[config.mk]
export PLATFORM = sky130hd
export DESIGN_NAME = param_mod_counter_flat
export DESIGN_NICKNAME = d
export VERILOG_FILES = /design/src/rtl/param_mod_counter_if.sv /design/src/rtl/param_mod_counter.sv /design/src/flat_wrapper.sv
export SDC_FILE = /design/constraint.sdc
export NUM_CORES = 1
export LEC_CHECK = 0
export ABC_AREA = 0
export ABC_CLOCK_PERIOD_IN_PS = 2570
export CORE_MARGIN = 2
export CORE_UTILIZATION = 30
export DETAILED_ROUTE_END_ITERATION = 8
export PLACE_DENSITY = 0.64
export SETUP_SLACK_MARGIN = 0.1
export SLEW_MARGIN = 20
export SYNTH_ARGS = -nofsm -noshare
export SYNTH_HDL_FRONTEND = slang
export SYNTH_SLANG_ARGS = --single-unit
[constraint.sdc]
create_clock -name clk -period 2.57 [get_ports clk]
set_clock_uncertainty 0.1 [all_clocks]
set_input_delay 0.771 -clock clk [delete_from_list [all_inputs] [get_ports clk]]
set_output_delay 0.771 -clock clk [all_outputs]
set_load 0.1 [all_outputs]
[src/rtl/param_mod_counter_if.sv]
// Control and status bundle for param_mod_counter.
interface param_mod_counter_if #(
   parameter int unsigned WIDTH = 8
);

   logic             enable;
   logic             up;
   logic             clear;
   logic             load;
   logic [WIDTH-1:0] load_val;
   logic [WIDTH-1:0] count;
   logic             tc;
   logic             wrap;

   // Controller side: drives controls, observes count status.
   modport master (
      output enable, up, clear, load, load_val,
      input  count, tc, wrap
   );

   // Counter side: consumes controls, presents count status.
   modport slave (
      input  enable, up, clear, load, load_val,
      output count, tc, wrap
   );

endinterface

[src/rtl/param_mod_counter.sv]
// Modulo-N up/down counter with prescaled enable, clamped parallel load,
// terminal-count flag and a one-cycle wrap pulse.
module param_mod_counter #(
   parameter int unsigned WIDTH    = 8,
   parameter int unsigned MODULUS  = 256,
   parameter int unsigned PRESCALE = 1
) (
   input  logic                 clk,
   input  logic                 rst_n,
   param_mod_counter_if.slave   bus
);

   localparam int unsigned PS_W  = (PRESCALE > 1) ? $clog2(PRESCALE) : 1;
   localparam int unsigned EXT_W = WIDTH + 1;

   localparam logic [WIDTH-1:0] MAX_CNT = WIDTH'(MODULUS - 1);
   localparam logic [EXT_W-1:0] MOD_EXT = EXT_W'(MODULUS);
   localparam logic [PS_W-1:0]  PS_LAST = PS_W'(PRESCALE - 1);

   logic [WIDTH-1:0] count_q;
   logic [WIDTH-1:0] count_d;
   logic [PS_W-1:0]  ps_q;
   logic [PS_W-1:0]  ps_d;
   logic             wrap_q;
   logic             wrap_d;
   logic             load_in_range_c;

   // Load values at or above the modulus clamp to the top count.
   assign load_in_range_c = ({1'b0, bus.load_val} < MOD_EXT);

   // Next-state: clear beats load beats a prescaled step beats hold.
   always_comb begin
      count_d = count_q;
      ps_d    = ps_q;
      wrap_d  = 1'b0;
      if (bus.clear) begin
         count_d = '0;
         ps_d    = '0;
      end else if (bus.load) begin
         count_d = load_in_range_c ? bus.load_val : MAX_CNT;
         ps_d    = '0;
      end else if (bus.enable) begin
         if (ps_q == PS_LAST) begin
            ps_d = '0;
            if (bus.up) begin
               if (count_q == MAX_CNT) begin
                  count_d = '0;
                  wrap_d  = 1'b1;
               end else begin
                  count_d = count_q + 1'b1;
               end
            end else begin
               if (count_q == '0) begin
                  count_d = MAX_CNT;
                  wrap_d  = 1'b1;
               end else begin
                  count_d = count_q - 1'b1;
               end
            end
         end else begin
            ps_d = ps_q + 1'b1;
         end
      end
   end

   // State registers; reset discards any in-flight prescale or wrap pulse.
   always_ff @(posedge clk or negedge rst_n) begin
      if (!rst_n) begin
         count_q <= '0;
         ps_q    <= '0;
         wrap_q  <= 1'b0;
      end else begin
         count_q <= count_d;
         ps_q    <= ps_d;
         wrap_q  <= wrap_d;
      end
   end

   // Terminal count follows the live direction input without delay.
   assign bus.tc    = bus.up ? (count_q == MAX_CNT) : (count_q == '0);
   assign bus.count = count_q;
   assign bus.wrap  = wrap_q;

endmodule

[src/flat_wrapper.sv]
// flat-port wrapper written by rule: the top's interface ports become plain ports
module param_mod_counter_flat 
#(
   parameter int unsigned WIDTH    = 8,
   parameter int unsigned MODULUS  = 256,
   parameter int unsigned PRESCALE = 1
)
  (clk, rst_n, bus_enable, bus_up, bus_clear, bus_load, bus_load_val, bus_count, bus_tc, bus_wrap);
  param_mod_counter_if #(.WIDTH(WIDTH)) bus_i ();
  input  logic clk;
  input  logic rst_n;
  input wire logic [$bits(bus_i.enable)-1:0] bus_enable;
  input wire logic [$bits(bus_i.up)-1:0] bus_up;
  input wire logic [$bits(bus_i.clear)-1:0] bus_clear;
  input wire logic [$bits(bus_i.load)-1:0] bus_load;
  input wire logic [$bits(bus_i.load_val)-1:0] bus_load_val;
  output wire logic [$bits(bus_i.count)-1:0] bus_count;
  output wire logic [$bits(bus_i.tc)-1:0] bus_tc;
  output wire logic [$bits(bus_i.wrap)-1:0] bus_wrap;
  assign bus_i.enable = bus_enable;
  assign bus_i.up = bus_up;
  assign bus_i.clear = bus_clear;
  assign bus_i.load = bus_load;
  assign bus_i.load_val = bus_load_val;
  assign bus_count = bus_i.count;
  assign bus_tc = bus_i.tc;
  assign bus_wrap = bus_i.wrap;
  param_mod_counter #(.WIDTH(WIDTH), .MODULUS(MODULUS), .PRESCALE(PRESCALE)) u_core (.clk(clk), .rst_n(rst_n), .bus(bus_i));
endmodule
## After elaboration in Yosys (flattened, before gate mapping)

Index checks and enable logic that the tools add are counted.

- Output and inout bits: 10
- Register bits after elaboration: 10

- Add/sub/neg operators: 3
- Muxes and demuxes: 19
- Eq/ne operators: 2
- Reductions and logical operators: 3

Operators by type and width:

| cell | count |
|---|---|
| 8-bit 2-to-1 mux | 7 |
| 1-bit 2-to-1 mux | 12 |
| 8-bit by 1-bit adder with 8-bit output (second input constant) | 1 |
| 8-bit equality test (second input constant) | 1 |
| 8-bit logical NOT | 1 |
| 8-bit by 1-bit subtractor with 8-bit output (second input constant) | 1 |
| 3-bit inequality test (second input constant) | 1 |
| 3-bit nonzero test | 1 |
| 2-bit AND reduction | 1 |
| 1-bit adder (second input constant) | 1 |

## Longest topological paths before layout

- Word-level depth: 7
- Gate-level depth with buffers: 6
- Mapped depth without buffers: 6

## Worst setup path after synthesis

No wires, ideal clock.

- Kind: flip-flop to output port
- Start point: register u_core.count_q[1] (netlist: u_core.bus.count[1])
- End point: output bus_tc
- Setup slack: -0.494 ns
- Stages on the path, launching flop included: 5
- Arrival: 2.193 ns
- Path through: dfrtp_1 > ha_1 > nand4_1 > nor3_1 > a21o_2

- Longest elaborated chain between the ends: 2

RTL lines:

| item | line | RTL |
|---|---|---|
| from (decl) | param_mod_counter.sv:20 | `logic [WIDTH-1:0] count_q;` |
| from (signal assigned) | param_mod_counter.sv:73 | `count_q <= count_d;` |
| 8-bit equality test or 8-bit logical NOT (tied branches) | param_mod_counter.sv:80 | `assign bus.tc = bus.up ? (count_q == MAX_CNT) : (count_q == '0);` |
| 1-bit 2-to-1 mux * | param_mod_counter.sv:80 |  |
| to (decl) | flat_wrapper.sv:18 | `output wire logic [$bits(bus_i.tc)-1:0] bus_tc;` |

Mark *: on every way between the ends. The rest lies on a longest branch, timed or not.

## Worst setup path after layout

- Start point: register u_core.count_q[4] (netlist: u_core.bus.count[4])
- End point: output bus_tc

Same word-level chain as after synthesis.

==> metrics.cfg <==
[power]
p_int_uw = 316.4
clock_power_share_pct = 21.2
seqPwrFrac_pct = 30.2
power_frac_comb_pct = 48.5
power.density_mw_per_mm2 = 449.4
swShare_pct = 43.74
netSwitchingPower_uw = 245.9
cellLeakagePower_uw = 0.0005167
ir_drop_mv = 0.3449

[layout]
antenna_cells = 0
final_layout_size_suffix_gt1_share_pct = 30.28
fin_util_pct = 44.98
final_cell_mix = buf_4 (20), clkdlybuf4s50_1 (12), nor2_1 (10), nand2_1 (9)
final_common_cell = buf_4
area_growth_pct = 41.84
final_nets = 160

[critical_path]
cp-start-kind = flop
end_kind = primary output
worstSetupPathType = flop to primary output
crit_required_ns = 1.70
critPathArrivalTime_ns = 1.82
worst-path-max-fanout = 3
critical-path-max-stage-delay_ns = 0.53
cp_cell_sequence = or4_4 > nor3_4 > a21o_4 > buf_12
rr_worst_depth = 6
critical_path.slowest_cell = or4_4

[min_path]
worstHoldPathType = flop to flop
whs_path_depth = 2

[floorplan]
num_io_pins = 24
fp-row-count = 19
die_y_um = 58.23
start_util_pct = 31.71
die_w_um = 58.23
dieArea_mm2 = 0.003390
coreArea_mm2 = 0.002781

[detailed_routing]
drtIter0Drc = 29
drt_wl_total_um = 2604
routedWlPerCell_um = 15.05
drc = 0
drt_pre_antenna_iters = 4
vias_per_cell = 5.647
dr_total_vias = 977
detail-route-antenna-nets = 0

[clock_network]
cts_tree = yes
cts_num_sinks = 9
insertion_delay_ns = 0.27
path_clk_slew_ns = 0.07
hold_buffers = 0
cts_buffer_depth = 2
cts_buffers = 3
htree_levels = 1
root_buffer = clkbuf_4

[global_routing]
grt_start_max_net_pins = 18
antenna_found_initial = 0
gr-usage-all-layers_pct = 17.22
grt_busiest_layer = met2
overflow = 0
met3_usage_pct = 5.134
grtUsageMet2_pct = 26.46
grt_pass1_vias = 944
grt_pass1_wl_um = 4409
use_met1_pct = 23.09

[sta]
period_minus_slack_ns = 2.687
setup_violations = 1
setup_tns_ns = -0.1170
finalMaxSlewViolations = 0
fin_ws_ns = -0.1170
fin_crit_sh_pct = 104.6
finalHoldViolations = 0
rsz0062_at_grt = true
relSlewSlack_pct = 67.21
fmax_ghz = 0.3722
tightestPinTransition_ns = 0.4904

[yosys]
ys.flop_type = dfrtp_1
synthDistinctLibCells = 43
postSynthNetCount = 127
ys_seq_elements = 9
synth_warnings = 0
synthCells = 110
postSynthAreaPerCell_um2 = 8.019
synthArstFlopShare_pct = 100.0
synth_edf_count = 0
syn-cell-area_um2 = 882.1
ys_seq_area_share_pct = 25.53

[status]
violations = negative setup slack
outcome = finished with violations

[placed_design]
post-place-ws_ns = -0.2736
hpwl_um = 1864
gp_congestion = 0.9097
port_buffers = 23

[run]
max-cap-violations = 0

through the flow:
| stage | power [uW] | std cells | hold slack, ns | area [um2] |
|---|---|---|---|---|
| after floorplan | 358.4 | 110 | 0.3754 | 898.4 |
| after global placement | 438.6 | 167 | 0.5629 | 1202 |
| after detailed placement | 440.0 | 167 | 0.5639 | 1202 |
| after CTS | 565.8 | 172 | 0.5742 | 1244 |
| after global routing | 593.6 | 173 | 0.6134 | 1251 |
| final | 562.3 | 173 | 0.5764 | 1251 |
cells in the mapped netlist (2+ instances only):
master | count | area, um2
nor2_1 | 10 | 37.54
dfrtp_1 | 9 | 225.2
nand2_1 | 9 | 33.78
a21oi_1 | 8 | 40.04
inv_1 | 8 | 30.03
nor3b_1 | 5 | 37.54
nand3_1 | 4 | 20.02
or3_1 | 4 | 25.02
a211oi_1 | 3 | 22.52
ha_1 | 3 | 37.54
o21ai_0 | 3 | 15.01
a31o_2 | 2 | 17.52
a31oi_1 | 2 | 12.51
a41o_1 | 2 | 20.02
buf_2 | 2 | 10.01
buf_4 | 2 | 15.01
clkbuf_1 | 2 | 7.510
nand2b_1 | 2 | 12.51
nand4_1 | 2 | 12.51
nor2b_1 | 2 | 12.51
o31ai_1 | 2 | 15.01
or2_2 | 2 | 12.51
xnor2_1 | 2 | 17.52
logic make-up (layout without fill, tap and decap cells):
| logic type | after synthesis | in the layout | share of synthesized area, % |
|---|---|---|---|
| DFF | 9 | 9 | 25.53 |
| and+or+nand+nor | 46 | 46 | 29.93 |
| buffers and inverters | 16 | 48 | 8.794 |
| muxes | 1 | 1 | 1.135 |
| AOI/OAI and AO/OA | 32 | 32 | 27.38 |
| adders and majority gates | 3 | 3 | 4.256 |
| xor gates and xnor gates | 3 | 3 | 2.979 |
critical path: cells and delay by family (launching register included):
kind                   cells  cell delay, ns
AO/OA/AOI/OAI              1            0.16
flip-flops                 1            0.47
AND/OR/NAND/NOR            2            0.75
buffers and inverters      1            0.16
state kept, by name, indices dropped and copies added (netlist names):
name / cells
u_core.bus.wrap: 1
u_core.bus.count: 8
power by group through the flow:
stage               Combinational (uW)  Clock, uW  Sequential, uW
detailed placement                 267          0             173
CTS                                270        126             170
finish                             273        119             170
global route                       292        129             173
global placement                   266          0             172
floorplan                          117          0             242
timing repair:
item / CTS / global route
buffers inserted: 1 / 1
resized for setup: 3 / 0
pin swaps: 1 / 3
setup endpoints to repair: 1 / 1
hold endpoints to repair: 0 / 0
area by class of cell:
| class | count | area [um2] |
|---|---|---|
| clock buffer | 4 | 26.28 |
| fill | 289 | 1530 |
| inverter | 8 | 30.03 |
| multi-input combinational | 85 | 590.6 |
| sequential | 9 | 235.2 |
| tap | 31 | 38.79 |
| timing repair buffer | 36 | 330.3 |
layer usage:
metal | vias to the layer above | wire [um] | part of all wire, %
li1 | 469 | - | -
met1 | 479 | 1207 | 46
met2 | 25 | 1198 | 46
met3 | 4 | 165 | 6.3
met4 | 0 | 33 | 1.3
met5 | - | 0 | 0
path summary, 6_finish.rpt:
check / endpoint / startpoint / slack, ns
min in group asynchronous: u_core.bus.count[4]$_DFFE_PN0P_ / rst_n / 0.72
max in group asynchronous: u_core.bus.count[4]$_DFFE_PN0P_ / rst_n / 1.28
worst min register to register: u_core.bus.count[0]$_DFFE_PN0P_ / u_core.bus.count[0]$_DFFE_PN0P_ / 0.58
worst max register to register: u_core.bus.count[3]$_DFFE_PN0P_ / u_core.bus.count[0]$_DFFE_PN0P_ / 0.63
worst min-delay path: u_core.bus.count[0]$_DFFE_PN0P_ / u_core.bus.count[0]$_DFFE_PN0P_ / 0.58
worst max-delay path: bus_tc / u_core.bus.count[4]$_DFFE_PN0P_ / -0.12
(Power assumes the default switching activity.)
